File: src/rtl/tim_capture_if.sv
// Register-side handshake between tim_capture and the core: control in,
// measurement results and status flags out.
interface tim_capture_if #(
    parameter int CNT_W = 16
);
    logic             cap_en;
    logic [CNT_W-1:0] cap_psc;
    logic             cap_ack;
    logic [CNT_W-1:0] cap_period;
    logic [CNT_W-1:0] cap_high;
    logic             cap_valid;
    logic             cap_ovr;
    logic             cap_timeout;
    logic             cap_irq;

    // core side
    modport master (
        output cap_en, cap_psc, cap_ack,
        input  cap_period, cap_high, cap_valid, cap_ovr, cap_timeout, cap_irq
    );

    // capture block side
    modport slave (
        input  cap_en, cap_psc, cap_ack,
        output cap_period, cap_high, cap_valid, cap_ovr, cap_timeout, cap_irq
    );
endinterface

File: src/rtl/tim_capture.sv
// Input capture: measures period and high time of cap_in in prescaled ticks
// and publishes each completed period through a valid/ack handshake.
module tim_capture #(
    parameter int CNT_W       = 16,
    parameter int SYNC_STAGES = 2
) (
    input  logic          clk,
    input  logic          reset,
    input  logic          cap_in,
    tim_capture_if.slave  bus
);

    typedef enum logic [1:0] {IDLE, ARM, HIGH, LOW} state_e;

    localparam logic [CNT_W-1:0] CNT_ONE = CNT_W'(1);
    localparam logic [CNT_W-1:0] CNT_MAX = '1;

    state_e                 state_q, state_d;
    logic [SYNC_STAGES-1:0] sync_q, sync_d;
    logic                   hist_q, hist_d;
    logic [CNT_W-1:0]       cnt_q, cnt_d;
    logic [CNT_W-1:0]       psc_cnt_q, psc_cnt_d;
    logic [CNT_W-1:0]       hi_lat_q, hi_lat_d;
    logic [CNT_W-1:0]       cap_period_q, cap_period_d;
    logic [CNT_W-1:0]       cap_high_q, cap_high_d;
    logic                   cap_valid_q, cap_valid_d;
    logic                   cap_ovr_q, cap_ovr_d;
    logic                   cap_timeout_q, cap_timeout_d;
    logic                   cap_irq_q, cap_irq_d;

    logic sync_lvl, rise, fall, tick, publish, tmo_evt;
    logic [CNT_W-1:0] cnt_inc;

    // Synchroniser shift and edge history
    always_comb begin
        sync_d   = {sync_q[SYNC_STAGES-2:0], cap_in};
        sync_lvl = sync_q[SYNC_STAGES-1];
        hist_d   = sync_lvl;
        rise     = sync_lvl & ~hist_q;
        fall     = ~sync_lvl & hist_q;
    end

    // Measurement FSM: prescaled tick counting, edge handling, timeout
    always_comb begin
        state_d   = state_q;
        cnt_d     = cnt_q;
        psc_cnt_d = psc_cnt_q;
        hi_lat_d  = hi_lat_q;
        publish   = 1'b0;
        tmo_evt   = 1'b0;
        tick      = (psc_cnt_q == bus.cap_psc);
        cnt_inc   = (cnt_q == CNT_MAX) ? cnt_q : cnt_q + CNT_ONE;

        if (!bus.cap_en) begin
            state_d   = IDLE;
            cnt_d     = '0;
            psc_cnt_d = '0;
        end else begin
            case (state_q)
                IDLE: begin
                    cnt_d     = '0;
                    psc_cnt_d = '0;
                    state_d   = ARM;
                end
                ARM: begin
                    // first rise only starts the count; falls are ignored
                    if (rise) begin
                        cnt_d     = CNT_ONE;
                        psc_cnt_d = '0;
                        state_d   = HIGH;
                    end
                end
                HIGH, LOW: begin
                    if (tick) begin
                        psc_cnt_d = '0;
                        cnt_d     = cnt_inc;
                    end else begin
                        psc_cnt_d = psc_cnt_q + CNT_ONE;
                    end
                    if (state_q == HIGH && fall) begin
                        hi_lat_d = cnt_q;
                        state_d  = LOW;
                    end else if (state_q == LOW && rise) begin
                        // this rise closes one period and opens the next
                        publish   = 1'b1;
                        cnt_d     = CNT_ONE;
                        psc_cnt_d = '0;
                        state_d   = HIGH;
                    end else if (cnt_q == CNT_MAX) begin
                        tmo_evt = 1'b1;
                        state_d = ARM;
                    end
                end
                default: state_d = IDLE;
            endcase
        end
    end

    // Result registers and sticky flags; a new event wins over ack
    always_comb begin
        cap_period_d  = cap_period_q;
        cap_high_d    = cap_high_q;
        cap_valid_d   = cap_valid_q;
        cap_ovr_d     = cap_ovr_q;
        cap_timeout_d = cap_timeout_q;
        cap_irq_d     = publish;

        if (bus.cap_ack) begin
            cap_valid_d   = 1'b0;
            cap_ovr_d     = 1'b0;
            cap_timeout_d = 1'b0;
        end
        if (publish) begin
            cap_period_d = cnt_q;
            cap_high_d   = hi_lat_q;
            cap_valid_d  = 1'b1;
            // overwrite only counts as lost data if the core did not read it
            if (cap_valid_q && !bus.cap_ack) cap_ovr_d = 1'b1;
        end
        if (tmo_evt) cap_timeout_d = 1'b1;
    end

    // State registers
    always_ff @(posedge clk or negedge reset) begin
        if (!reset) begin
            state_q       <= IDLE;
            sync_q        <= '0;
            hist_q        <= 1'b0;
            cnt_q         <= '0;
            psc_cnt_q     <= '0;
            hi_lat_q      <= '0;
            cap_period_q  <= '0;
            cap_high_q    <= '0;
            cap_valid_q   <= 1'b0;
            cap_ovr_q     <= 1'b0;
            cap_timeout_q <= 1'b0;
            cap_irq_q     <= 1'b0;
        end else begin
            state_q       <= state_d;
            sync_q        <= sync_d;
            hist_q        <= hist_d;
            cnt_q         <= cnt_d;
            psc_cnt_q     <= psc_cnt_d;
            hi_lat_q      <= hi_lat_d;
            cap_period_q  <= cap_period_d;
            cap_high_q    <= cap_high_d;
            cap_valid_q   <= cap_valid_d;
            cap_ovr_q     <= cap_ovr_d;
            cap_timeout_q <= cap_timeout_d;
            cap_irq_q     <= cap_irq_d;
        end
    end

    assign bus.cap_period  = cap_period_q;
    assign bus.cap_high    = cap_high_q;
    assign bus.cap_valid   = cap_valid_q;
    assign bus.cap_ovr     = cap_ovr_q;
    assign bus.cap_timeout = cap_timeout_q;
    assign bus.cap_irq     = cap_irq_q;

endmodule

File: src/flat_wrapper.sv
// flat-port wrapper written by rule: the top's interface ports become plain ports
module tim_capture_flat 
#(
    parameter int CNT_W       = 16,
    parameter int SYNC_STAGES = 2
)
  (clk, reset, cap_in, bus_cap_en, bus_cap_psc, bus_cap_ack, bus_cap_period, bus_cap_high, bus_cap_valid, bus_cap_ovr, bus_cap_timeout, bus_cap_irq);
  tim_capture_if #(.CNT_W(CNT_W)) bus_i ();
  input  logic clk;
  input  logic reset;
  input  logic cap_in;
  input wire logic [$bits(bus_i.cap_en)-1:0] bus_cap_en;
  input wire logic [$bits(bus_i.cap_psc)-1:0] bus_cap_psc;
  input wire logic [$bits(bus_i.cap_ack)-1:0] bus_cap_ack;
  output wire logic [$bits(bus_i.cap_period)-1:0] bus_cap_period;
  output wire logic [$bits(bus_i.cap_high)-1:0] bus_cap_high;
  output wire logic [$bits(bus_i.cap_valid)-1:0] bus_cap_valid;
  output wire logic [$bits(bus_i.cap_ovr)-1:0] bus_cap_ovr;
  output wire logic [$bits(bus_i.cap_timeout)-1:0] bus_cap_timeout;
  output wire logic [$bits(bus_i.cap_irq)-1:0] bus_cap_irq;
  assign bus_i.cap_en = bus_cap_en;
  assign bus_i.cap_psc = bus_cap_psc;
  assign bus_i.cap_ack = bus_cap_ack;
  assign bus_cap_period = bus_i.cap_period;
  assign bus_cap_high = bus_i.cap_high;
  assign bus_cap_valid = bus_i.cap_valid;
  assign bus_cap_ovr = bus_i.cap_ovr;
  assign bus_cap_timeout = bus_i.cap_timeout;
  assign bus_cap_irq = bus_i.cap_irq;
  tim_capture #(.CNT_W(CNT_W), .SYNC_STAGES(SYNC_STAGES)) u_core (.clk(clk), .reset(reset), .cap_in(cap_in), .bus(bus_i));
endmodule
File: config.mk
export PLATFORM = sky130hd
export DESIGN_NAME = tim_capture_flat
export DESIGN_NICKNAME = d
export VERILOG_FILES = /design/src/rtl/tim_capture_if.sv /design/src/rtl/tim_capture.sv /design/src/flat_wrapper.sv
export SDC_FILE = /design/constraint.sdc
export NUM_CORES = 1
export LEC_CHECK = 0
export CORE_UTILIZATION = 40
export DETAILED_ROUTE_END_ITERATION = 16
export PLACE_DENSITY = 0.59
export SYNTH_ARGS = -nofsm -noshare
export SYNTH_HDL_FRONTEND = slang
export SYNTH_SLANG_ARGS = --single-unit
File: constraint.sdc
create_clock -name clk -period 2.3 [get_ports clk]
set_clock_uncertainty 0.15 [all_clocks]
set_input_delay 0.345 -clock clk [delete_from_list [all_inputs] [get_ports clk]]
set_output_delay 0.345 -clock clk [all_outputs]
set_load 0.005 [all_outputs]
# ---- Word level (Yosys, flattened, before mapping)
# Index checks and enable logic that the tools add are counted.
dict set report op_classes {
  n_mux 34
  n_addsub 2
  bitwise_logic 4
  eq_ne 7
  n_reduce_logical 10
}
# op count
set ops {}
lappend ops {{$mux W16} 11}
lappend ops {{$pmux W16 S3} 2}
lappend ops {{$add A16 B1 Y16 const B} 2}
lappend ops {{$eq A16 B16 Y1} 1}
lappend ops {{$eq A16 B16 Y1 const B} 1}
lappend ops {{$mux W1} 15}
lappend ops {{$mux W2} 5}
lappend ops {{$pmux W2 S3} 1}
lappend ops {{$ne A5 B2 Y1 const B} 1}
lappend ops {{$eq A2 B2 Y1 const B} 2}
lappend ops {{$reduce_bool A2 Y1} 2}
lappend ops {{$logic_and A1 B1 Y1} 3}
lappend ops {{$ne A3 B2 Y1 const B} 1}
lappend ops {{$reduce_and A3 Y1} 1}
lappend ops {{$and A1 B1 Y1} 2}
lappend ops {{$eq A2 B1 Y1 const B} 1}
lappend ops {{$logic_not A2 Y1} 1}
lappend ops {{$not A1 Y1} 2}
lappend ops {{$reduce_and A2 Y1} 1}
lappend ops {{$reduce_or A2 Y1} 1}
lappend ops {{$logic_not A1 Y1} 1}
dict set report totals {
  input_bits 21
  word_cells 69
  out_inout_bits 36
  register_bits 89
}

# ---- Depth between registers and ports, before layout
# Gate-level depths: netlist of the first run.
dict set report depth {
  ltp_word 8
  mapped_depth 8
  mapped_depth_nobuf 6
}

# ---- Least setup slack after synthesis of the first run
# No wires, ideal clock.
dict set report synth_timing {
  path_kind {register to register}
  startpoint {reg u_core.cnt_q[0]}
  endpoint {reg u_core.cnt_q[7]}
  t_required_ns 2.027
  path_stages_with_launch 8
  path_slack_ns 0.264
  synth_period_minus_slack_ns 2.036
  path_buffers 1
  setup_ns 0.123
  arrival_ns 1.763
  path_cell_list {dfrtp_1 ha_1 nand2_1 nor4_4 and2_1 buf_4 or4_1 mux2i_1}
}
dict set report synth_between {
  elab_chain_len 7
  elab_cells_between_ends 8
  classes_between {1 x add/sub; 1 x eq/ne; 6 x mux}
}
# item line
set synth_lines {}
lappend synth_lines {{start: declaration} tim_capture.sv:21} ;# logic [CNT_W-1:0] cnt_q, cnt_d;
lappend synth_lines {{start signal: assignment} tim_capture.sv:142} ;# cnt_q <= cnt_d;
lappend synth_lines {{$add A16 B1 Y16 or $eq A16 B16 Y1 (tied branches)} tim_capture.sv:52} ;# cnt_inc = (cnt_q == CNT_MAX) ? cnt_q : cnt_q + CNT_ONE;
lappend synth_lines {{$mux W16 (*)} tim_capture.sv:52}
lappend synth_lines {{$mux W16 (*)} tim_capture.sv:74} ;# if (tick) begin
lappend synth_lines {{$mux W16} tim_capture.sv:83} ;# end else if (state_q == LOW && rise) begin
lappend synth_lines {{$mux W16 (*)} tim_capture.sv:80} ;# if (state_q == HIGH && fall) begin
lappend synth_lines {{$pmux W16 S3 (*)} tim_capture.sv:59} ;# case (state_q)
lappend synth_lines {{$mux W16 (*)} tim_capture.sv:54} ;# if (!bus.cap_en) begin
# Every way passes the cells marked *; elsewhere a longest branch is shown, timed or not.
# A chain may end at the register's enable or synchronous reset.

# ---- Final worst setup path of the first run
dict set report layout_timing {
  startpoint {reg u_core.psc_cnt_q[8]}
  endpoint {reg u_core.cnt_q[7]}
}
dict set report layout_between {
  elab_chain_len 6
}
# item line
set layout_lines {}
lappend layout_lines {{start: declaration} tim_capture.sv:22} ;# logic [CNT_W-1:0] psc_cnt_q, psc_cnt_d;
lappend layout_lines {{start signal: assignment} tim_capture.sv:143} ;# psc_cnt_q <= psc_cnt_d;
lappend layout_lines {{$eq A16 B16 Y1 (*)} tim_capture.sv:51} ;# tick = (psc_cnt_q == bus.cap_psc);
lappend layout_lines {{$mux W16 (*)} tim_capture.sv:74}
lappend layout_lines {{$mux W16} tim_capture.sv:83}
lappend layout_lines {{$mux W16 (*)} tim_capture.sv:80}
lappend layout_lines {{$pmux W16 S3 (*)} tim_capture.sv:59}
lappend layout_lines {{$mux W16 (*)} tim_capture.sv:54}
# Marked as above.

==> metrics.md, run 1 <==
| Metric | Value |
|---|---|
| Status | `completed` |
| Fin crit period | `2160 ps` |
| CTS sink cnt | `89` |
| Final cell count without fillers | `595` |
| R2r worst-path depth | `6` |
| Syn nets | `398` |
| Buffers added on ports | `56` |
| Worst R2R Start | `u_core.psc_cnt_q[8]$_DFFE_PN0P_` |
| Vias in the first global route | `3341` |
| Internal power | `2.35 mW` |
| Critical path endpoint category | `register` |
| Critical Path AT | `2260 ps` |
| Drt first-iter violations | `142` |
| Worst Setup SP | `u_core.psc_cnt_q[8]$_DFFE_PN0P_` |
| CP Class | `register to register` |
| Sequential share of power | `53.2%` |
| Top post-synthesis cells by area | `dfrtp_1 (53%), mux2_2 (12%), xor2_1 (3.7%), nand2_1 (3.3%), a31oi_1 (2.7%)` |
| Post-Syn Area | `4210 sq um` |
| Initial antenna violation count | `0` |
| Pin count of the biggest net entering global routing | `57` |
| Final setup TNS | `0 ps` |
| Final Wtd Congestion | `0.835` |
| Post-route ant nets | `0` |
| RSZ-0062 raised after global routing | `false` |
| Max Cap Viol | `0` |
| Via count | `3263` |
| Top Ports | `57` |
| YS warnings | `0` |
| Min-Delay Endpoint | `u_core.sync_q[1]$_DFF_PN0_` |
| Tightest Hold Check Type | `register to register` |
| Initial Util | `41.0%` |
| Max VDD drop | `0.000324 V` |
| Cell Pwr Density | `554 nW/um^2` |
| Placed insts | `579` |
| Setup violations, final | `0` |
| First-pass GRT wire length | `16400 microns` |
| Reg-to-reg setup timing slack | `140 ps` |
| Switching Power | `639 uW` |
| Cell taking the most area after synthesis | `dfrtp_1` |
| Hold Crit Start | `u_core.sync_q[0]$_DFF_PN0_` |
| Share of cells above drive strength 1 | `22.7%` |
| Hold path cells | `0` |
| Post-CTS Setup Bufs | `0` |
| NumNets Final | `478` |
| Post-synthesis sequential area ratio | `52.9%` |
| RR Endpoint | `u_core.cnt_q[7]$_DFFE_PN0P_` |
| Post-synth EDFFs | `0` |
| Worst-path clk slew | `90 ps` |
| HPWL after DPL | `6770 microns` |
| Core Area | `10300 sq um` |
| Rows | `37` |
| Final WL | `9590 microns` |
| DRC violations left | `0` |
| Worst slew margin | `70.1%` |
| Synth Flop Type | `dfrtp_1` |
| H-tree Lvls | `3` |
| Mapped Cells | `375` |
| Clock Path Buffers | `2` |
| Worst skew pair latency | `360 ps` |
| Gate power share | `5.6%` |
| Req. time, crit path | `2400 ps` |
| Most frequent cells in the layout | `dfrtp_1 (88), clkdlybuf4s50_1 (55), mux2_2 (44), nand2_1 (37), buf_4 (34)` |
| Via density | `5.48` |
| Synth cell types | `50` |
| Area Growth Syn to Fin | `28.0%` |
| Die span in x | `105 microns` |
| Slew Viols, Final | `0` |
| Average size of a mapped cell | `11.2 sq um` |
| Async set-reset flop share out of synthesis | `100%` |
| Yosys reg bits | `89` |
| Die Ht | `105 microns` |
| Commonest non-fill, non-tap cell in the layout | `dfrtp_1` |
| TritonCTS buffer count | `9` |
| Fin. Hold Viols | `0` |
| Die area | `10900 sq um` |
| GRT overflow | `0` |
| Slew @ Worst Pin | `448 ps` |
| Clock Power Share | `41.2%` |
| Clock root cell | `clkbuf_8` |
| Total GRT Usage | `19.2%` |
| CTS tree | `done` |
| Sw Share | `21.4%` |
| Core Util, Final | `52.5%` |
| Leakage Power | `2.37 nW` |
| Fmax | `463 MHz` |
| Final period utilization | `93.9%` |
| WL per Instance | `16.1 microns` |
| Crit-path max FO | `11` |
| First-pass DRT Iterations | `4` |
| Top cell type's share of synthesized area | `52.9%` |
| Ant. Diodes | `0` |
| Crit path launch type | `register` |
stage by stage:
| step | power, mW | area (sq um) | worst slack, ps | hold WS [ps] |
|---|---|---|---|---|
| CTS | 3.03 | 5380 | 139 | 204 |
| finish | 2.99 | 5390 | 140 | 202 |
| global placement | 1.78 | 5140 | -144 | 174 |
| detailed placement | 1.79 | 5140 | -133 | 176 |
| global route | 3.11 | 5390 | 0.357 | 205 |
| floorplan | 1.67 | 4210 | 264 | -101 |
how the worst max path moves through the flow:
stage | slack, ps | endpoint | depth (start not counted)
4_1_cts | 140 | u_core.cnt_q[3]$_DFFE_PN0P_ | 7
3_3_place_gp | -140 | u_core.cnt_q[7]$_DFFE_PN0P_ | 7
3_5_place_dp | -130 | u_core.cnt_q[7]$_DFFE_PN0P_ | 7
2_1_floorplan | 260 | u_core.cnt_q[7]$_DFFE_PN0P_ | 7
5_1_grt | 0.4 | u_core.cnt_q[12]$_DFFE_PN0P_ | 7
6_report | 140 | u_core.cnt_q[7]$_DFFE_PN0P_ | 6
worst max-delay path, cell delays in order, from the launching register on:
cell and delay [ps]:
dfrtp_1 450, xor2_1 190, nor4_1 270, nand4_1 130, buf_4 190, or4_1 520, mux2i_1 140
Yosys cell counts, drive strengths merged, types with 2 or more instances:
cell type  count
a21oi          8
and3           8
o31a           4
nand2b         4
a31oi         18
ha             2
a41oi          3
o21ai         12
buf           11
clkbuf        13
mux2          44
xnor2          2
mux2i          4
nand4          7
a211o          2
nand4b         2
nor4          12
or4            6
inv            9
o311ai         2
nand2         37
and2           3
nand3         13
o41ai          3
nor2           7
nand3b         7
xor2          18
or3            6
dfrtp         89
o41a           2
nor3           4
metal layers:
metal / global-route usage (%) / share of wire, % / vias to the layer above / wire [microns]
met1: 23.1 / 44 / 1623 / 4260
met4: 9.66 / 2.1 / 0 / 199
met5: 0 / 0 / - / 0
li1: - / - / 1544 / -
met3: 3.24 / 3.2 / 13 / 307
met2: 33.3 / 50 / 83 / 4830
power by group through the flow:
stage / logic, mW / clock network (mW) / registers (mW)
final: 0.167 / 1.23 / 1.59
after global routing: 0.186 / 1.33 / 1.59
after CTS: 0.170 / 1.27 / 1.59
after detailed placement: 0.169 / 0 / 1.62
after global placement: 0.166 / 0 / 1.62
after floorplan: 0.0576 / 0 / 1.62
cell families (layout without fill, tap and decap cells):
family          Yosys count  after routing  share of synthesized area (%)
compound gates           65             65                           10.8
xor+xnor                 20             20                           4.16
fa+ha+maj                 2              2                          0.594
buf+inv                  33            117                           3.45
flops                    89             89                           52.9
mux                      48             48                           12.7
simple gates            118            118                           15.5
state kept, by name, summed over array words and instances (netlist names):
name,cells
u_core.bus.cap_high,16
u_core.bus.cap_period,16
u_core.cnt_q,16
u_core.hi_lat_q,16
u_core.psc_cnt_q,16
u_core.state_q,2
u_core.sync_q,2
u_core.bus.cap_irq,1
u_core.bus.cap_ovr,1
u_core.bus.cap_timeout,1
u_core.bus.cap_valid,1
u_core.hist_q,1
area by class of cell:
class	instances	area, sq um
clock inverter	2	60.1
fill	949	4890
multi-input combinational	253	1850
sequential	89	2230
clock buffer	13	169
tap	136	170
inverter	9	33.8
timing repair buffer	93	876
what timing repair did:
action,4_1_cts,5_1_grt
resized for setup,0,3
endpoints found under the hold margin,33,0
hold buffers,1,0
setup endpoints to repair,0,7
No activity file was read; power rests on OpenSTA's default activity.
==> inputs of run 2 (changes only) <==
SETUP_SLACK_MARGIN = 0.4   (was default)
TNS_END_PERCENT = 1   (was default)
==> metrics.md, run 2 (synthesized netlist as in run 1, its figures left out) <==
| Metric | Value |
|---|---|
| CP Class | `primary input to register` |
| TritonCTS buffer count | `9` |
| Die Ht | `105 microns` |
| Crit path launch type | `primary input` |
| Fin crit period | `2070 ps` |
| Clock root cell | `clkbuf_8` |
| Final setup TNS | `0 ps` |
| Sw Share | `24.0%` |
| Post-route ant nets | `0` |
| Status | `completed` |
| Gate power share | `6.1%` |
| Placed cell areas | `5150 sq um` |
| Sequential share of power | `55.6%` |
| Tightest Hold Check Type | `register to register` |
| Crit path buffers/inverters | `3` |
| Slowest CP cell | `clkdlybuf4s50_1` |
| Die area | `10900 sq um` |
| WL per Instance | `15.9 microns` |
| CTS tree | `done` |
| Pin count of the biggest net entering global routing | `44` |
| Req. time, crit path | `2420 ps` |
| Via density | `5.45` |
| Top Ports | `57` |
| RSZ-0062 raised after global routing | `true` |
| CP delay by family, top | `buffers and inverters` |
| Fin. Hold Viols | `0` |
| Leakage Power | `2.46 nW` |
| Setup violations, final | `0` |
| Worst R2R Start | `u_core.psc_cnt_q[6]$_DFFE_PN0P_` |
| Internal power | `2.17 mW` |
| Max incr delay on CP | `410 ps` |
| Crit-path max FO | `7` |
| Max VDD drop | `0.000248 V` |
| Via count | `3296` |
| Share of cells above drive strength 1 | `28.4%` |
| Initial antenna violation count | `0` |
| Critical Path AT | `2190 ps` |
| GRT overflow | `0` |
| Area Growth Syn to Fin | `34.2%` |
| H-tree Lvls | `3` |
| First-pass DRT Iterations | `4` |
| Setup ws final | `229 ps` |
| Fmax | `483 MHz` |
| Slew @ Worst Pin | `444 ps` |
| Slew Viols, Final | `0` |
| HPWL after DPL | `6630 microns` |
| Most frequent cells in the layout | `dfrtp_1 (82), clkdlybuf4s50_1 (55), mux2_2 (44), nand2_1 (36), buf_4 (36)` |
| Worst-path clk slew | `90 ps` |
| Core Area | `10300 sq um` |
| Clock Path Buffers | `2` |
| Total GRT Usage | `18.8%` |
| Ant. Diodes | `0` |
| Initial Util | `41.0%` |
| Max Cap Viol | `0` |
| Final non-filler cell area | `5650 sq um` |
| Final period utilization | `90.1%` |
| CTS sink cnt | `89` |
| DRC violations left | `0` |
| Final WL | `9630 microns` |
| Final Wtd Congestion | `0.850` |
| Rows | `37` |
| Crit-path cells | `clkdlybuf4s50_1, xor2_1, nor4_1, nand4_1, buf_6, bufbuf_16, o2bb2a_4, a41oi_2` |
| First-pass GRT wire length | `16300 microns` |
| Worst skew pair latency | `360 ps` |
| Critical path endpoint category | `register` |
| Die span in x | `105 microns` |
| Dpl ws | `-214 ps` |
| Worst Setup SP | `bus_cap_psc[1]` |
| Switching Power | `687 uW` |
| Vias in the first global route | `3290` |
| Clock Power Share | `38.3%` |
| Buffers added on ports | `56` |
| Drt first-iter violations | `124` |
| Commonest non-fill, non-tap cell in the layout | `dfrtp_1` |
| Worst slew margin | `70.4%` |
| Cell Pwr Density | `506 nW/um^2` |
| NumNets Final | `487` |
| Hold Crit Start | `u_core.sync_q[0]$_DFF_PN0_` |
[run 2: cell count changes in the layout (fill, tap and decap cells not counted), sizes merged]
cell and delta:
clkinvlp +1, bufbuf +2, bufinv -1, inv +3, clkinv +1, clkbuf -3
buf +7
[run 2: worst paths after layout]
kind	to	slack [ps]	depth (start not counted)
hold reg to reg	u_core.sync_q[1]$_DFF_PN0_	210	0
hold / removal	u_core.sync_q[1]$_DFF_PN0_	210	0
max in group asynchronous	u_core.psc_cnt_q[13]$_DFFE_PN0P_	1060	3
min in group asynchronous	u_core.hi_lat_q[7]$_DFFE_PN0P_	320	2
setup reg to reg	u_core.cnt_q[14]$_DFFE_PN0P_	230	7
setup / recovery	u_core.cnt_q[14]$_DFFE_PN0P_	230	8
[run 2: per-stage QoR]
stage	hold slack, ps	total power [mW]	std cells	util, %
CTS	207	2.89	605	54.9
detailed placement	169	1.79	578	50.1
floorplan	-101	1.67	375	-
global route	219	2.98	605	55.0
finish	207	2.86	605	55.0
global placement	163	1.79	578	50.1
[run 2: routing by layer]
metal | wire length, microns | global-route usage (%)
met3 | 367 | 2.87
met4 | 223 | 8.35
met1 | 4290 | 24.1
met5 | 0 | 0
met2 | 4740 | 31.4
[run 2: what timing repair did]
action / in CTS / in global routing
hold buffers: 1 / 0
setup buffers: 7 / 0
endpoints found under the setup margin: 34 / 35
resized for setup: 31 / 1
pin swaps: 16 / 2
hold endpoints to repair: 29 / 0
gates cloned: 3 / 0
[run 2: power by group through the flow]
stage / combinational, mW / clock (mW) / sequential (mW)
final: 0.175 / 1.10 / 1.59
after global routing: 0.195 / 1.20 / 1.59
after CTS: 0.178 / 1.13 / 1.59
after detailed placement: 0.173 / 0 / 1.62
after global placement: 0.171 / 0 / 1.62
after floorplan: 0.0577 / 0 / 1.62
[run 2: cell type report]
| class | instances | area (sq um) |
|---|---|---|
| clock buffers | 10 | 128 |
| clock inverters | 6 | 72.6 |
| fillers | 901 | 4630 |
| inverters | 9 | 33.8 |
| multi-input cells | 253 | 1970 |
| flip-flops and latches | 89 | 2240 |
| well taps | 136 | 170 |
| repair buffers | 102 | 1040 |
[run 2: worst register-to-register path: stages (launching register included)]
cell and delay (ps):
dfrtp_2 440, xor2_1 140, nor4_1 290, nand4_1 150, buf_6 180, bufbuf_16 280, o2bb2a_4 210, a41oi_2 150
